==> src/rtl/rr_pkg.sv <==
// Shared constants, FSM state type and grant helper for the round-robin requester agent and arbiter.
package rr_pkg;

    localparam int unsigned RR_NUM_PORTS = 4;
    localparam int unsigned RR_LEN_W     = 4;

    typedef enum logic [0:0] {
        IDLE  = 1'b0,
        BURST = 1'b1
    } rr_agent_state_e;

    // True when exactly one bit of vec is set.
    function automatic logic onehot_valid(input logic [31:0] vec);
        return (vec != 32'd0) && ((vec & (vec - 32'd1)) == 32'd0);
    endfunction

endpackage

==> src/rtl/rr_len_fifo.sv <==
// Single-port burst-length FIFO; a push into a full FIFO is dropped even when a pop happens in the same cycle.
module rr_len_fifo #(
    parameter int unsigned WIDTH = 4,
    parameter int unsigned DEPTH = 4
) (
    input  logic             clk,
    input  logic             reset,
    input  logic             push,
    input  logic             pop,
    input  logic [WIDTH-1:0] din,
    output logic [WIDTH-1:0] head,
    output logic             empty,
    output logic             full
);

    localparam int unsigned AW = $clog2(DEPTH);
    localparam int unsigned CW = AW + 1;

    logic [WIDTH-1:0] mem [DEPTH];
    logic [AW-1:0]    wr_ptr;
    logic [AW-1:0]    rd_ptr;
    logic [CW-1:0]    count;
    logic             push_ok;
    logic             pop_ok;

    assign empty   = (count == CW'(0));
    assign full    = (count == CW'(DEPTH));
    assign push_ok = push && !full;
    assign pop_ok  = pop && !empty;
    assign head    = mem[rd_ptr];

    always_ff @(posedge clk) begin
        if (reset) begin
            wr_ptr <= '0;
            rd_ptr <= '0;
            count  <= '0;
        end else begin
            if (push_ok) wr_ptr <= wr_ptr + AW'(1);
            if (pop_ok)  rd_ptr <= rd_ptr + AW'(1);
            count <= count + CW'(push_ok) - CW'(pop_ok);
        end
    end

    // Storage needs no reset; occupancy is tracked by count.
    always_ff @(posedge clk) begin
        if (push_ok) mem[wr_ptr] <= din;
    end

endmodule

==> src/rtl/rr_req_agent.sv <==
// Requester front end for the round-robin arbiter: queues bursts per client, requests, owns the resource per burst.
// Optional sticky drop flag ovf_o is enabled by defining RR_REQ_AGENT_OVF_EN.
module rr_req_agent
    import rr_pkg::*;
#(
    parameter int unsigned NUM_PORTS  = RR_NUM_PORTS,
    parameter int unsigned LEN_W      = RR_LEN_W,
    parameter int unsigned PEND_DEPTH = 4
) (
    input  logic                       clk,
    input  logic                       reset,
    input  logic [NUM_PORTS-1:0]       push_i,
    input  logic [NUM_PORTS*LEN_W-1:0] push_len_i,
    output logic [NUM_PORTS-1:0]       full_o,
    output logic [NUM_PORTS-1:0]       req_o,
    input  logic [NUM_PORTS-1:0]       gnt_i,
    output logic [NUM_PORTS-1:0]       own_o,
    output logic                       beat_valid_o,
    input  logic                       beat_ready_i,
    output logic                       last_o,
    output logic [NUM_PORTS-1:0]       done_o
`ifdef RR_REQ_AGENT_OVF_EN
    ,
    output logic [NUM_PORTS-1:0]       ovf_o
`endif
);

    rr_agent_state_e state_q;
    rr_agent_state_e state_d;

    logic [NUM_PORTS-1:0][LEN_W-1:0] head;
    logic [NUM_PORTS-1:0]            empty;
    logic [NUM_PORTS-1:0]            full;
    logic [NUM_PORTS-1:0]            pop;
    logic [LEN_W-1:0]                head_sel;
    logic                            grant_ok;
    logic [NUM_PORTS-1:0]            own_q;
    logic [LEN_W-1:0]                cnt_q;
    logic [NUM_PORTS-1:0]            done_q;

    for (genvar p = 0; p < NUM_PORTS; p++) begin : g_fifo
        rr_len_fifo #(
            .WIDTH (LEN_W),
            .DEPTH (PEND_DEPTH)
        ) u_fifo (
            .clk   (clk),
            .reset (reset),
            .push  (push_i[p]),
            .pop   (pop[p]),
            .din   (push_len_i[p*LEN_W +: LEN_W]),
            .head  (head[p]),
            .empty (empty[p]),
            .full  (full[p])
        );
    end

    // Outputs decode from registered state only, so req_o never depends on gnt_i.
    assign req_o        = (state_q == IDLE)  ? ~empty : '0;
    assign own_o        = (state_q == BURST) ? own_q  : '0;
    assign beat_valid_o = (state_q == BURST);
    assign last_o       = (state_q == BURST) && (cnt_q == '0);
    assign done_o       = done_q;
    assign full_o       = full;

    always_ff @(posedge clk) begin
        if (reset) state_q <= IDLE;
        else       state_q <= state_d;
    end

    always_comb begin
        state_d  = state_q;
        pop      = '0;
        grant_ok = 1'b0;
        head_sel = '0;
        for (int p = 0; p < NUM_PORTS; p++) begin
            if (gnt_i[p]) head_sel = head_sel | head[p];
        end
        case (state_q)
            IDLE: begin
                grant_ok = onehot_valid(32'(gnt_i)) && ((gnt_i & ~empty) != '0);
                if (grant_ok) begin
                    pop     = gnt_i;
                    state_d = BURST;
                end
            end
            BURST: begin
                if (beat_ready_i && (cnt_q == '0)) state_d = IDLE;
            end
            default: state_d = IDLE;
        endcase
    end

    // Owner latch, beat countdown and completion pulse.
    always_ff @(posedge clk) begin
        if (reset) begin
            own_q  <= '0;
            cnt_q  <= '0;
            done_q <= '0;
        end else begin
            done_q <= '0;
            if (grant_ok) begin
                own_q <= gnt_i;
                cnt_q <= head_sel;
            end else if ((state_q == BURST) && beat_ready_i) begin
                if (cnt_q == '0) begin
                    done_q <= own_q;
                    own_q  <= '0;
                end else begin
                    cnt_q <= cnt_q - LEN_W'(1);
                end
            end
        end
    end

`ifdef RR_REQ_AGENT_OVF_EN
    logic [NUM_PORTS-1:0] ovf_q;

    always_ff @(posedge clk) begin
        if (reset) ovf_q <= '0;
        else       ovf_q <= ovf_q | (push_i & full);
    end

    assign ovf_o = ovf_q;
`endif

endmodule

==> config.mk <==
export PLATFORM = sky130hd
export DESIGN_NAME = rr_req_agent
export DESIGN_NICKNAME = d
export VERILOG_FILES = /design/src/rtl/rr_pkg.sv /design/src/rtl/rr_len_fifo.sv /design/src/rtl/rr_req_agent.sv
export SDC_FILE = /design/constraint.sdc
export NUM_CORES = 1
export LEC_CHECK = 0
export CELL_PAD_IN_SITES_DETAIL_PLACEMENT = 0
export CELL_PAD_IN_SITES_GLOBAL_PLACEMENT = 1
export CORE_MARGIN = 5
export CORE_UTILIZATION = 51
export DETAILED_ROUTE_END_ITERATION = 16
export GPL_TIMING_DRIVEN = 0
export HOLD_SLACK_MARGIN = 0.03
export MAX_ROUTING_LAYER = met4
export PLACE_DENSITY_LB_ADDON = 0.1
export SLEW_MARGIN = 20
export SYNTH_ARGS = -nofsm -noshare
export SYNTH_HDL_FRONTEND = slang
export SYNTH_SLANG_ARGS = --single-unit
==> constraint.sdc <==
create_clock -name clk -period 6.3 [get_ports clk]
set_clock_uncertainty 0.15 [all_clocks]
set_input_delay 0.945 -clock clk [delete_from_list [all_inputs] [get_ports clk]]
set_output_delay 0.945 -clock clk [all_outputs]
set_load 0.02 [all_outputs]
==> results of run 1 <==
==> placed cells by master, fill, tap and decap left out, types with 5 or more instances in the layout <==
master,netlist,final
and2_1,25,25
edfxtp_1,64,64
mux4_2,16,16
xnor2_1,19,19
inv_1,25,25
ha_1,26,26
nor2b_1,11,11
clkbuf_1,12,12
dfxtp_1,49,49
clkbuf_16,0,16
nor2_1,40,40
a31oi_1,5,5
nand2_1,8,8
clkdlybuf4s50_1,0,41
a22oi_1,8,8
clkinv_2,0,5
nor3_1,8,8
==> critical path, delay by kind of cell <==
kind            cells  cell delay (ns)
compound gates      1             0.17
xor+xnor            2             0.31
fa+ha+maj           3             0.82
buf+inv             3             0.81
simple gates        3             1.01
==> cells by family (layout without fill, tap and decap cells) <==
group,count (synthesis),count (layout),synth area share [%]
xor gates and xnor gates,23,23,4.14
and+or+nand+nor,108,108,11.9
AOI/OAI and AO/OA,23,23,3.98
buffers and inverters,43,116,3.80
DFF,113,113,59.6
muxes,20,20,8.23
adders and majority gates,30,30,8.33
==> power groups by stage <==
stage	sequential, mW	clock (mW)	combinational, mW
2_1_floorplan	0.947	0	0.355
3_3_place_gp	0.959	0	0.501
3_5_place_dp	0.964	0	0.508
4_1_cts	0.950	0.954	0.516
5_1_grt	0.961	0.993	0.567
6_report	0.949	0.938	0.504
==> metal layers <==
| metal | track usage, % | share of wire [%] | up-vias |
|---|---|---|---|
| met3 | 4.26 | 4.1 | 9 |
| met2 | 26.6 | 47 | 65 |
| met1 | 23.9 | 47 | 1381 |
| met5 | - | 0 | - |
| met4 | 6.49 | 1.1 | 0 |
| li1 | - | - | 1386 |
==> state kept, by name, indices dropped and copies added (netlist names), named ones only <==
name	cells
g_fifo.u_fifo.mem	64
g_fifo.u_fifo.count	12
g_fifo.u_fifo.rd_ptr	8
g_fifo.u_fifo.wr_ptr	8
cnt_q	4
done_o	4
own_q	4
beat_valid_o	1
==> layout make-up <==
type / instances / area, µm²
Buffer: 18 / 91.3
Clock buffer: 18 / 428
Clock inverter: 14 / 163
Fill cell: 725 / 3250
Inverter: 25 / 93.8
Multi-Input combinational cell: 204 / 1780
Sequential cell: 113 / 2900
Tap cell: 129 / 161
Timing Repair Buffer: 41 / 410
==> final timing paths <==
check / startpoint / to / slack (ns) / depth (start not counted)
worst max-delay path: gnt_i[1] / g_fifo[3].u_fifo.count[2] / 2.45 / 12
worst min-delay path: own_q[3] / done_o[3] / 0.34 / 1
worst max register to register: beat_valid_o / g_fifo[1].u_fifo.count[2] / 3.64 / 10
worst min register to register: own_q[3] / done_o[3] / 0.34 / 1
==> per-stage QoR <==
step | setup slack [ns] | area [µm²] | hold WS, ns
floorplan | 2.74 | 4870 | 0.294
global placement | 1.95 | 5440 | 0.331
detailed placement | 1.88 | 5440 | 0.333
CTS | 2.41 | 6030 | 0.348
global route | 2.34 | 6030 | 0.361
finish | 2.45 | 6030 | 0.343
==> reports/metrics.yaml, run 1 <==
outcome: "completed"
p_per_area_nw_per_um2: 396
power.leakage_nw: 2.20
drtIter0Drc: 94
cpPeakStageDelay_ns: 0.71
ys_warn_count: 0
route.detailed.drc: 0
p_seq_share_pct: 39.7
routed-via-count: 2841
synth_top_area_share_pct: 39.5
fin_crit_sh_pct: 61.0
start_util_pct: 52.4
clock_sink_count: 113
synth_nets: 417
postSynthAreaPerCell_um2: 13.5
synth_edf_count: 64
intPower_mw: 1.74
cts.repair.resized: 0
hold_violations: 0
grt_usage_pct: 17.8
power_frac_comb_pct: 21.1
cts_setup_buffers: 0
synth-seq-cells: 113
firstDrtPassIters: 4
dp.cells: 530
cp.arrival_ns: 4.07
worstMarginPinSlew_ns: 0.634
asyncSetResetFlopFracSynth_pct: 0
cp_cell_sequence: "clkdlybuf4s50_1 -> or4b_4 -> o311a_4 -> nor3_1 -> ha_1 -> inv_1 -> ha_1 -> inv_1 -> fa_1 -> xor2_1 -> xnor2_1 -> nor2_1"
yosys-top-cells-count: "edfxtp_1 (64), dfxtp_1 (49), nor2_1 (40)"
grt-ovfl-total: 0
cts_tree: "yes"
max-vdd-ir-drop_uv: 254
port_buffers: 41
coreArea_um2: 9280
p_clk_share_pct: 39.2
relSlewSlack_pct: 57.8
h-tree-depth: 4
ant_nets: 0
antennaDiodeCount: 0
finalSetupTns_ns: 0
io_pins: 45
start_kind: "primary input"
holdBufCountCts: 0
cp_slowest_cell: "clkdlybuf4s50_1"
gp_congestion: 0.777
wire_per_inst_um: 16.4
dieArea_um2: 11600
wl_um: 9240
synth_top_cell_by_area: "edfxtp_1"
drive_above_1_share_pct: 14.3
rsz0062_at_grt: "no"
die_width_um: 108
instances_no_fill: 562
switching_power_mw: 0.652
fin_crit_ns: 3.85
grt_pass1_wl_um: 15100
die_height_um: 108
antenna_found_initial: 0
ys_seq_area_share_pct: 59.6
synth-main-ff-cell: "edfxtp_1"
dp_hpwl_um: 6670
final-setup-viol-count: 0
nets: 477
totalPowerFinal_mw: 2.39
cts_buffers: 17
p_sw_share_pct: 27.3
synth_cell_type_count: 35
cap_violations: 0
netlist_area_um2: 4870
hp-class: "flip-flop to flip-flop"
cp_max_fo: 8
insertion_delay_ns: 0.51
synth_cells: 360
drv_slew: 0
path_class: "primary input to flip-flop"
viasPerCell: 5.06
clk_pin_slew_ns: 0.06
cts_buffer_depth: 2
rows: 35
ys_top_cells_by_area: "edfxtp_1 (39%), dfxtp_1 (20%), mux4_2 (7.4%)"
yosysMostFrequentCell: "edfxtp_1"
cts_root_buffer: "clkbuf_8"
grt_max_degree: 17
grt_pass1_vias: 2940
required_ns: 6.53
fin_util_pct: 64.9
area_growth_pct: 23.9
max_freq_mhz: 260
endpoint_kind: "flip-flop"
No activity file was read; power rests on OpenSTA's default activity.
==> run 2: changes to the inputs <==
Settings changed: CORE_UTILIZATION 51 to 47.
Clock period 6.3 ns to 3.9 ns, I/O delays scaled along.
==> run 2 against run 1 <==
Effect of this change: cell count rose by 1.2%; routed wire length rose by 1.7%; count of clock-buffer cells in the layout rose by 3; combinational power rose by 65%; register-to-register slack got worse by 2.5 ns; first-iteration DRC count fell by 21%; critical endpoint unchanged; largest power group is now the clock network.
==> reports/metrics.yaml, run 2 (same netlist as run 1, synthesis figures left out) <==
p_seq_share_pct: 38.9
cap_violations: 0
drtIter0Drc: 74
whs_ns: 0.215
cp_slowest_cell: "or4b_4"
final_cell_mix: "edfxtp_1 (64), dfxtp_1 (49), clkdlybuf4s50_1 (41), nor2_1 (40), ha_1 (26)"
power.leakage_nw: 2.21
cts_tree: "yes"
clk_pin_slew_ns: 0.05
hold_depth: 2
die_width_um: 112
cpPeakStageDelay_ns: 0.64
drive_above_1_share_pct: 13.4
grt_max_degree: 17
dp.cells: 537
insertion_delay_ns: 0.51
dp_hpwl_um: 6710
crit_buf_inv: 3
io_pins: 45
grt_pass1_vias: 3064
nets: 477
rsz0062_at_grt: "no"
antennaDiodeCount: 0
holdBufCountCts: 0
grt_pass1_wl_um: 15500
h-tree-depth: 4
min_from: "reset"
drv_slew: 0
cts_setup_buffers: 0
hold_violations: 0
place_ws_ns: -0.208
cts.repair.resized: 0
worstMarginPinSlew_ns: 0.735
layout_commonest_cell: "edfxtp_1"
grt-ovfl-total: 0
gp_congestion: 0.735
crit_family: "simple AND/OR/NAND/NOR gates"
required_ns: 4.12
reg2reg_from: "beat_valid_o"
nFillCells: 841
route.detailed.drc: 0
final-setup-viol-count: 0
port_buffers: 41
relSlewSlack_pct: 51.0
max_freq_mhz: 274
p_clk_share_pct: 40.0
firstDrtPassIters: 4
coreArea_um2: 10200
reg_top3: "g_fifo.u_fifo.mem: 64 flops, g_fifo.u_fifo.count: 12 flops"
cts_buffer_depth: 2
instances_no_fill: 569
die_height_um: 112
switching_power_mw: 1.05
fin_crit_sh_pct: 93.5
setup_ws_ns: 0.254
wl_um: 9400
dieArea_um2: 12500
p_sw_share_pct: 26.7
ant_nets: 0
grt_usage_pct: 16.7
rows: 37
cts_root_buffer: "clkbuf_8"
min_to: "g_fifo[2].u_fifo.count[0]"
fin_crit_ns: 3.65
viasPerCell: 4.97
p_per_area_nw_per_um2: 651
area_growth_pct: 24.5
hp-class: "primary input to flip-flop"
outcome: "completed"
antenna_found_initial: 0
cp_max_fo: 8
reg2reg_depth: 10
clock_sink_count: 113
start_util_pct: 47.6
cp.arrival_ns: 3.86
path_class: "primary input to flip-flop"
top_register: "g_fifo.u_fifo.mem"
r2r_setup_slack_ns: 1.14
start_kind: "primary input"
rr_endpoint: "g_fifo[3].u_fifo.count[2]"
cts_buffers: 17
fin_util_pct: 59.2
cp_cell_sequence: "clkdlybuf4s50_1 -> or4b_4 -> o311a_4 -> nor3_1 -> ha_1 -> inv_1 -> ha_1 -> inv_1 -> fa_1 -> xor2_1 -> xnor2_1 -> nor2_1"
power_frac_comb_pct: 21.1
max-vdd-ir-drop_uv: 276
finalSetupTns_ns: 0
largest_reg_flops: 64
endpoint_kind: "flip-flop"
routed-via-count: 2827
intPower_mw: 2.89
wire_per_inst_um: 16.5
## run 2: changes by cell type in the layout (fill, tap and decap cells not counted)
cell	delta
clkinv_2	-3
clkbuf_8	+1
clkinv_1	+2
clkbuf_1	+2
bufinv_16	+1
clkinvlp_4	-2
inv_6	-1
## run 2: worst max-delay path by stage
| stage | start | end | cells after the start |
|---|---|---|---|
| 2_1_floorplan | gnt_i[0] | g_fifo[3].u_fifo.count[2] | 12 |
| 3_3_place_gp | gnt_i[2] | g_fifo[3].u_fifo.count[2] | 12 |
| 3_5_place_dp | gnt_i[2] | g_fifo[3].u_fifo.count[2] | 12 |
| 4_1_cts | gnt_i[2] | g_fifo[3].u_fifo.count[2] | 12 |
| 5_1_grt | gnt_i[2] | g_fifo[3].u_fifo.count[2] | 12 |
| 6_report | gnt_i[2] | g_fifo[3].u_fifo.count[2] | 12 |
## run 2: metrics by stage
step	total power [mW]	area (µm²)
final	3.94	6060
after global routing	4.15	6060
after CTS	3.99	6060
after detailed placement	2.39	5450
after global placement	2.37	5450
after floorplan	2.10	4870
## run 2: worst reg2reg max path, stage by stage, from the launching register on
cell and delay, ns:
dfxtp_1 0.34, clkbuf_1 0.25, nor3_1 0.53, ha_1 0.32, inv_1 0.06, ha_1 0.13
inv_1 0.06, fa_1 0.38, xor2_1 0.16, xnor2_1 0.17, nor2_1 0.06
## run 2: area by class of cell
cell class	count	area, µm²	area share, %
sequential	113	2900	47.9
multi-input combinational	204	1780	29.4
clock buffer	21	449	7.41
timing repair buffer	41	410	6.77
tap	136	170	2.81
clock inverter	11	161	2.66
inverter	25	93.8	1.55
buffer	18	91.3	1.51
## run 2: power by group through the flow
| stage | Sequential (mW) | Combinational (mW) | Clock, mW |
|---|---|---|---|
| global placement | 1.55 | 0.816 | 0 |
| finish | 1.53 | 0.832 | 1.58 |
| floorplan | 1.53 | 0.573 | 0 |
| detailed placement | 1.56 | 0.832 | 0 |
| CTS | 1.53 | 0.847 | 1.61 |
| global route | 1.55 | 0.935 | 1.66 |
## run 2: metal layers
metal / wire length [µm] / part of all wire [%] / track usage (%) / vias up
met5: 0 / 0 / - / -
met4: 153 / 1.6 / 7.46 / 0
met3: 298 / 3.2 / 4.35 / 14
met2: 4600 / 49 / 26.6 / 42
met1: 4350 / 46 / 20.1 / 1384
li1: - / - / - / 1387
==> run 3: changes to the inputs <==
Settings changed: ABC_CLOCK_PERIOD_IN_PS set to 3900, GPL_ROUTABILITY_DRIVEN set to 0, SLEW_MARGIN 20 to not set.
==> results of run 3 <==
Same layout as run 2: the final DEF is identical, and so are final timing and power.
